File: src/rtl/mvm_pkg.sv
// Shared command bytes and sequencer state encoding for the MVM frame sequencer.
package mvm_pkg;

  localparam logic [7:0] CMD_FULL   = 8'hA5;
  localparam logic [7:0] CMD_X_ONLY = 8'h5A;

  typedef enum logic [2:0] {
    IDLE,
    RX_K,
    RX_X,
    MVM_REQ,
    MVM_WAIT,
    TX
  } state_e;

endpackage

File: src/rtl/mvm_y_serializer.sv
// Captures one result vector and streams it out one zero-extended element per byte, y[0] first.
module mvm_y_serializer #(
  parameter int R             = 2,
  parameter int W_Y_OUT       = 8,
  parameter int BITS_PER_WORD = 8
) (
  input  logic                     clk,
  input  logic                     rstn,
  input  logic                     capture_i,
  input  logic [R*W_Y_OUT-1:0]     y_i,
  input  logic                     m_ready_i,
  output logic [BITS_PER_WORD-1:0] m_data_o,
  output logic                     m_valid_o,
  output logic                     done_o
);

  localparam int YI_W = (R > 1) ? $clog2(R) : 1;

  logic [R*W_Y_OUT-1:0] y_q;
  logic [YI_W-1:0]      idx_q;
  logic                 active_q;
  logic                 last_byte;

  assign last_byte = (idx_q == YI_W'(R - 1));
  assign m_valid_o = active_q;
  assign done_o    = active_q && m_ready_i && last_byte;

  // NOTE: the result register is cleared on reset too, so m_data and any stale Y are known after reset.
  always_ff @(posedge clk or negedge rstn) begin
    if (!rstn) begin
      y_q      <= '0;
      idx_q    <= '0;
      active_q <= 1'b0;
    end else if (capture_i) begin
      y_q      <= y_i;
      idx_q    <= '0;
      active_q <= 1'b1;
    end else if (active_q && m_ready_i) begin
      if (last_byte) begin
        idx_q    <= '0;
        active_q <= 1'b0;
      end else begin
        idx_q <= idx_q + 1'b1;
      end
    end
  end

  // NOTE: m_data_o gets a default before the conditional slice write so no latch is inferred.
  always_comb begin
    m_data_o = '0;
    if (active_q) begin
      m_data_o[W_Y_OUT-1:0] = y_q[int'(idx_q)*W_Y_OUT +: W_Y_OUT];
    end
  end

endmodule

File: src/rtl/mvm_frame_sequencer.sv
// Parses UART command frames into K/X operands, hands them to the MVM datapath and returns Y over UART.
module mvm_frame_sequencer
  import mvm_pkg::*;
#(
  parameter int R             = 2,
  parameter int C             = 2,
  parameter int W_K           = 4,
  parameter int W_X           = 4,
  parameter int W_Y_OUT       = 8,
  parameter int BITS_PER_WORD = 8
) (
  input  logic                     clk,
  input  logic                     rstn,
  input  logic                     s_valid,
  input  logic [BITS_PER_WORD-1:0] s_data,
  output logic [R*C*W_K-1:0]       mvm_k,
  output logic [C*W_X-1:0]         mvm_x,
  output logic                     mvm_valid,
  input  logic                     mvm_ready,
  input  logic                     mvm_y_valid,
  input  logic [R*W_Y_OUT-1:0]     mvm_y,
  output logic [BITS_PER_WORD-1:0] m_data,
  output logic                     m_valid,
  input  logic                     m_ready,
  output logic                     busy,
  output logic                     err
);

  localparam int KI_W = (R * C > 1) ? $clog2(R * C) : 1;
  localparam int XI_W = (C > 1) ? $clog2(C) : 1;

  state_e             state_q, state_d;
  logic [KI_W-1:0]    k_idx_q, k_idx_d;
  logic [XI_W-1:0]    x_idx_q, x_idx_d;
  logic               err_q, err_d;
  logic [R*C*W_K-1:0] k_q;
  logic [C*W_X-1:0]   x_q;
  logic               k_we, x_we;
  logic               y_capture;
  logic               tx_done;
  logic               is_full_cmd, is_x_cmd;

  assign is_full_cmd = (s_data == BITS_PER_WORD'(CMD_FULL));
  assign is_x_cmd    = (s_data == BITS_PER_WORD'(CMD_X_ONLY));

  always_comb begin
    state_d   = state_q;
    k_idx_d   = k_idx_q;
    x_idx_d   = x_idx_q;
    err_d     = err_q;
    k_we      = 1'b0;
    x_we      = 1'b0;
    mvm_valid = 1'b0;
    y_capture = 1'b0;
    unique case (state_q)
      IDLE: begin
        if (s_valid) begin
          if (is_full_cmd) begin
            state_d = RX_K;
            k_idx_d = '0;
          end else if (is_x_cmd) begin
            state_d = RX_X;
            x_idx_d = '0;
          end else begin
            err_d = 1'b1;
          end
        end
      end
      RX_K: begin
        if (s_valid) begin
          k_we = 1'b1;
          if (k_idx_q == KI_W'(R * C - 1)) begin
            k_idx_d = '0;
            x_idx_d = '0;
            state_d = RX_X;
          end else begin
            k_idx_d = k_idx_q + 1'b1;
          end
        end
      end
      RX_X: begin
        if (s_valid) begin
          x_we = 1'b1;
          if (x_idx_q == XI_W'(C - 1)) begin
            x_idx_d = '0;
            state_d = MVM_REQ;
          end else begin
            x_idx_d = x_idx_q + 1'b1;
          end
        end
      end
      MVM_REQ: begin
        mvm_valid = 1'b1;
        if (mvm_ready) state_d = MVM_WAIT;
        if (s_valid)   err_d   = 1'b1;
      end
      MVM_WAIT: begin
        if (mvm_y_valid) begin
          y_capture = 1'b1;
          state_d   = TX;
        end
        if (s_valid) err_d = 1'b1;
      end
      TX: begin
        if (tx_done) state_d = IDLE;
        if (s_valid) err_d   = 1'b1;
      end
      default: state_d = IDLE;
    endcase
  end

  // NOTE: all state uses non-blocking assignments so every register samples pre-edge values.
  always_ff @(posedge clk or negedge rstn) begin
    if (!rstn) begin
      state_q <= IDLE;
      k_idx_q <= '0;
      x_idx_q <= '0;
      err_q   <= 1'b0;
      k_q     <= '0;
      x_q     <= '0;
    end else begin
      state_q <= state_d;
      k_idx_q <= k_idx_d;
      x_idx_q <= x_idx_d;
      err_q   <= err_d;
      if (k_we) k_q[int'(k_idx_q)*W_K +: W_K] <= s_data[W_K-1:0];
      if (x_we) x_q[int'(x_idx_q)*W_X +: W_X] <= s_data[W_X-1:0];
    end
  end

  // Operands are only written while receiving, so they are stable across MVM_REQ.
  assign mvm_k = k_q;
  assign mvm_x = x_q;
  assign busy  = (state_q != IDLE);
  assign err   = err_q;

  mvm_y_serializer #(
    .R             (R),
    .W_Y_OUT       (W_Y_OUT),
    .BITS_PER_WORD (BITS_PER_WORD)
  ) u_y_ser (
    .clk       (clk),
    .rstn      (rstn),
    .capture_i (y_capture),
    .y_i       (mvm_y),
    .m_ready_i (m_ready),
    .m_data_o  (m_data),
    .m_valid_o (m_valid),
    .done_o    (tx_done)
  );

endmodule
File: config.mk
export PLATFORM = sky130hd
export DESIGN_NAME = mvm_frame_sequencer
export DESIGN_NICKNAME = d
export VERILOG_FILES = /design/src/rtl/mvm_pkg.sv /design/src/rtl/mvm_y_serializer.sv /design/src/rtl/mvm_frame_sequencer.sv
export SDC_FILE = /design/constraint.sdc
export NUM_CORES = 1
export LEC_CHECK = 0
export ABC_CLOCK_PERIOD_IN_PS = 1550
export CAP_MARGIN = 15
export CORE_UTILIZATION = 45
export CTS_BUF_LIST = sky130_fd_sc_hd__clkbuf_8
export CTS_CLUSTER_SIZE = 8
export DETAILED_ROUTE_END_ITERATION = 6
export PLACE_DENSITY_LB_ADDON = 0.15
export REMOVE_ABC_BUFFERS = 1
export SKIP_CTS_REPAIR_TIMING = 1
export SYNTH_ARGS = -nofsm -noshare
export SYNTH_HDL_FRONTEND = slang
export SYNTH_SLANG_ARGS = --single-unit
File: constraint.sdc
create_clock -name clk -period 1.55 [get_ports clk]
set_clock_uncertainty 0.05 [all_clocks]
set_input_delay 0.3875 -clock clk [delete_from_list [all_inputs] [get_ports clk]]
set_output_delay 0.3875 -clock clk [all_outputs]
set_load 0.02 [all_outputs]
After elaboration in Yosys (flattened, before gate mapping)
Index checks and enable logic that the tools add are counted.

storage, ports and cells
  flip-flop bits (word level) = 49
  bits of input ports = 30

operators by class
  $add $sub $neg = 5
  equality and inequality tests = 22
  shift operators = 5
  muxes and demuxes = 44
  reduce and logical (&&, ||, !) cells = 15

operators by type and width
  operator                                               number
  negator 3 -> 33 bit                                    1
  negator 4 -> 33 bit                                    1
  variable shift 4 x 33 -> 16 bit, first input constant  1
  variable shift 4 x 33 -> 8 bit, first input constant   1
  variable part select 4 x 33 -> 16 bit                  1
  variable part select 4 x 33 -> 8 bit                   1
  two-way mux 3 bit                                      10
  != test 2 bit, second input constant                   12
  two-way mux 1 bit                                      23
  case mux 3 bit (6 select lines)                        1
  bitwise mux 16 bit                                     1
  variable part select 16 x 5 -> 8 bit                   1
  AND reduction 9 bit                                    1
  bitwise mux 8 bit                                      1
  equality test 8 x 7 -> 1 bit, second input constant    1
  equality test 8 bit, second input constant             1
  two-way mux 2 bit                                      4
  two-way mux 8 bit                                      1
  nonzero test 2 bit                                     4
  AND reduction 7 bit                                    1
  equality test 3 x 2 -> 1 bit, second input constant    2
  equality test 3 bit, second input constant             2
  nonzero test 3 bit                                     2
  AND reduction 5 bit                                    1
  14 further kinds                                       16

Depth between registers and ports, before layout
  word-level depth = 5
  gate-level depth with buffers = 6
  mapped depth without buffers = 6

Modules after synthesis
From an unflattened synthesis, not the netlist that was laid out.

unflattened totals
  cells, all modules = 216
  area, all modules = 2,373.5 µm²

modules (own cells, without submodules)
  module               times used  cells an instance  area each (µm²)  seq. area each (µm²)
  mvm_frame_sequencer  1           156                1,530.2          775.7
  mvm_y_serializer     1           60                 843.3            450.4

Worst setup path after synthesis
Ideal clock, no wire load.

  path kind = reg-to-reg
  start = register k_idx_q[0]
  end = register k_q[10] (netlist: mvm_k[10])
  setup time = 0.084 ns
  data arrival time = 1.400 ns
  slack = 0.016 ns
  stages on the path, launching flop included = 7
  path buffers = 0
  clock period less this slack = 1.534 ns
  cell sequence = dfrtp_1 -> inv_1 -> ha_1 -> inv_1 -> nor3_1 -> nand2_1 -> o21ai_0

between the ends
  longest elaborated chain between the ends = 3

RTL lines
  element                                                                                   RTL line                    source
  start, declared                                                                           mvm_frame_sequencer.sv:33   logic [KI_W-1:0] k_idx_q, k_idx_d;
  start signal, assigned                                                                    mvm_frame_sequencer.sv:123  k_idx_q <= k_idx_d;
  negator 4 -> 33 bit (*)                                                                   mvm_frame_sequencer.sv:126  if (k_we) k_q[int'(k_idx_q)*W_K +: W_K] <= s_data[W_K-1:0];
  variable part select 4 x 33 -> 16 bit or variable shift 4 x 33 -> 16 bit (tied branches)  mvm_frame_sequencer.sv:126
  bitwise mux 16 bit (*)                                                                    mvm_frame_sequencer.sv:126
  end signal, assigned by index                                                             mvm_frame_sequencer.sv:126
  end, declared                                                                             mvm_frame_sequencer.sv:36   logic [R*C*W_K-1:0] k_q;

Every way passes the cells marked *; elsewhere a longest branch is shown, timed or not.
A chain may end at the register's enable or synchronous reset.

Worst setup path in the final report
  start = register u_y_ser.idx_q
  end = output port m_data[4]

between the ends
  longest elaborated chain between the ends = 2

RTL lines
  element                               RTL line                   source
  start, declared                       mvm_y_serializer.sv:20     logic [YI_W-1:0] idx_q;
  start signal, assigned                mvm_y_serializer.sv:43     idx_q <= idx_q + 1'b1;
  variable part select 16 x 5 -> 8 bit  mvm_y_serializer.sv:52     m_data_o[W_Y_OUT-1:0] = y_q[int'(idx_q)*W_Y_OUT +: W_Y_OUT];
  two-way mux 8 bit                     mvm_y_serializer.sv:51     if (active_q) begin
  end, declared                         mvm_frame_sequencer.sv:22  output logic [BITS_PER_WORD-1:0] m_data,

Every way passes these cells.

==> results by group <==
Run status
  • Status: complete, but fails checks
  • Failing checks: negative hold slack, negative setup slack

STA
  • Worst setup margin: -0.231 ns
  • Fin crit period: ~1.8 ns
  • Period Utilization, post-route: 1.15
  • WHS: -0.00559 ns
  • Highest clock rate: between 0.5 and 0.6 GHz
  • RSZ-0062 raised after global routing: true
  • Slew Limit Fails: 0
  • Final setup viols: 34
  • Final Hold Fails: 2
  • Worst Max-Slew Pin Slew: 0.336 ns
  • Relative slew slack: 0.775

Floorplan
  • Row Count: 25
  • Starting density of the core: 0.483
  • Die width: 74.3 um
  • Core area: 4880 um^2
  • Die Y: 74.3 um
  • Die area: 5530 um^2
  • I/O pin count: 66

Pwr
  • Pwr Total: ~0.0072 W
  • Power density cells: 1790 nW/um^2
  • VDD IR-drop max: 0.00108 V
  • Pleak: 2.22 nW
  • Net Sw Frac: 0.369
  • Logic gate share of total power: 0.565
  • Internal power: 0.00453 W
  • Switch Pwr: 0.00265 W
  • Reg power frac: 0.302
  • Clock power frac: 0.133

GRT
  • Global Route Usage Sum: 0.216
  • Total grt overflow: 0
  • First-pass GRT wire length: roughly 9000 um
  • Vias in the first global route: around 1.9k
  • Initial antenna violation count: 0
  • Largest net degree at the start of global routing: 50

Worst setup path
  • CP cell instances: buf_12 -> mux2i_1 -> nor2b_1 -> dlymetal6s2s_1
  • Crit-path max cell delay: approximately 0.42 ns
  • R2R setup slack: -0.15 ns
  • Slowest CP cell: dfrtp_1
  • Worst setup SP type: flip-flop
  • Worst path arrival time: 1.34 ns
  • Critical R2R Launch: k_idx_q[1]
  • RR Endpoint: mvm_k[6]
  • Setup crit end kind: primary output
  • Category of the most critical setup path: reg2out
  • CP required: 1.11 ns
  • Worst R2R Path Depth: 7
  • Worst-path fanout max: 7

CTS
  • TritonCTS buffer count: 5
  • Clock Path Buffers: 2
  • H-tree Lvls: 2
  • Clock Tree Root: clkbuf_8
  • CTS tree: done
  • Worst-path clk slew: ~0.090 ns
  • Clk_lat worst skew: 0.31 ns
  • Clock Sink Count: 49

Routing
  • DR iter-0 viols: about 110
  • Vias: 2102
  • Antenna viol nets, final: 0
  • Detailed Route WL: 7250 um
  • Post-DR wirelength/cell: roughly 18 um
  • DRC errors left: 0
  • DR vias/cell: approximately 5.3
  • DR pass1 iterations: 5

Yosys
  • Mean Syn Cell Area: 11.0 um^2
  • Post-synthesis sequential area ratio: 0.521
  • Distinct cells, synth: 38
  • Yosys warning count: 0
  • Post-Syn Area: ~2400 um^2
  • Post-Synth Simple-Gate Area: 0.174
  • #FFs+latches synth: 49
  • Prevailing post-synth register cell: dfrtp_1
  • Synth top area cells: dfrtp_1 52%, mux2_2 12%, nand2_1 6.2%, o21ai_0 3.8%, mux2i_1 3.4%
  • XOR/XNOR Fraction of Synth Area: 0.00372
  • Mux contribution to synthesized area: 0.154
  • Mapped Cells: 214
  • Post-synth EDFFs: 0
  • Top cell type's share of synthesized area: 0.521
  • Largest family of logic cells by synthesized area: simple AND/OR/NAND/NOR gates
  • FFs w/ async S/R, synth: 1.00
  • Most common cell in the netlist: dfrtp_1
  • Leading area contributor after synthesis: dfrtp_1
  • Compound-gate portion of the synthesized area: 0.0792
  • Synth Area in Adders: 0.0319
  • Synth top cells by count: 49 x dfrtp_1, 39 x nand2_1, 25 x mux2_2

Place
  • RePlAce Congestion: about 0.77
  • Port bufs: 65
  • Cells after DPL: 370
  • Post-placement cell area: approximately 3300 um^2
  • Hpwl dp: 4030 um
  • Worst slack, placed: -0.644 ns

Cells and area
  • Final non-filler cell total: between 300 and 400
  • Layout Utilization: 0.820
  • Post-route cell area: 4000 um^2
  • Filler instances: 277
  • Layout cells sized above 1: 0.398
  • Area Overhead vs Synth: 69.9%
  • Nets@finish: 362
  • Diodes inserted: 0

Run
  • Max-cap violations: 0

Worst hold path
  • Hold WC Path Type: in2async
-- cell usage in the layout (no fill, tap or decap), types with 2 or more instances in the layout --
cell type        instances
a21o_1                   3
and3_4                   2
buf_12                   3
buf_2                    3
buf_4                   39
buf_6                   13
clkbuf_16                2
clkbuf_8                 6
clkdlybuf4s50_1         19
dfrtp_1                 46
dfrtp_2                  3
dlymetal6s2s_1          36
ha_1                     3
ha_4                     2
inv_1                    3
inv_2                    4
mux2_2                   5
mux2_4                  20
mux2i_1                  8
nand2_1                 39
nand2b_4                 2
nand3_1                  3
nand3_2                  4
nand4bb_4                2
nor2b_1                  8
nor2b_4                  2
nor3_2                   4
nor4_4                   2
o21ai_0                 11
o21ai_1                  6
o21ai_2                  2
-- worst max-delay path: cells and delay by family (launching register included) --
kind	cells	cell delay, ns
buf+inv	2	0.35
simple gates	1	0.06
mux	1	0.21
flops	1	0.42
-- kinds of logic after synthesis --
logic type	Yosys count
xor gates and xnor gates	1
muxes	33
AOI/OAI and AO/OA	30
DFF	49
and+or+nand+nor	79
buffers and inverters	16
adders and majority gates	6
-- worst max-delay path by stage --
| stage | slack [ns] | startpoint | endpoint | cells after the start |
|---|---|---|---|---|
| after floorplan | -1.04 | state_q[0] | u_y_ser.y_q[0] | 3 |
| after global placement | -0.64 | s_data[6] | err | 5 |
| after detailed placement | -0.64 | s_data[6] | state_q[0] | 6 |
| after CTS | -0.62 | u_y_ser.idx_q | m_data[2] | 4 |
| after global routing | -0.30 | k_idx_q[1] | mvm_k[6] | 7 |
| final | -0.23 | u_y_ser.idx_q | m_data[4] | 4 |
-- flip-flops by register name (all words and copies together) (netlist names) --
register / cells
u_y_ser.y_q: 16
x_idx_q: 1
mvm_k: 16
k_idx_q: 2
err: 1
state_q: 3
u_y_ser.m_valid_o: 1
mvm_x: 8
u_y_ser.idx_q: 1
-- layer usage --
layer | global-route usage | part of all wire
met4 | 0.0734 | 0.034
met2 | 0.332 | 0.48
met3 | 0.0569 | 0.047
met5 | 0 | 0
met1 | 0.297 | 0.44
-- stage by stage --
stage | setup TNS, ns | hold slack [ns]
after floorplan | -18.02 | 0.0419
after global placement | -19.71 | 0.342
after detailed placement | -21.15 | 0.342
after CTS | -15.42 | 0.0132
after global routing | -5.69 | 0.0364
final | -3.39 | -0.00559
-- area by class of cell --
type                    count  area, um^2  share of cell area
well taps                  67        83.8              0.0210
multi-input cells         149        1340               0.336
flip-flops and latches     49        1230               0.307
repair buffers            115        1200               0.301
clock inverters             2        33.8             0.00845
clock buffers               6        82.6              0.0206
inverters                   6        22.5             0.00563
-- power by group through the flow --
| stage | Combinational (W) | Sequential, W | Clock [W] |
|---|---|---|---|
| 4_1_cts | 0.00304 | 0.00212 | 0.000957 |
| 6_report | 0.00405 | 0.00217 | 0.000953 |
| 5_1_grt | 0.00429 | 0.00223 | 0.00101 |
| 3_3_place_gp | 0.00298 | 0.00212 | 0 |
| 2_1_floorplan | 0.00127 | 0.00239 | 0 |
| 3_5_place_dp | 0.00303 | 0.00214 | 0 |
Note: power is estimated with default switching activity, not from simulation.
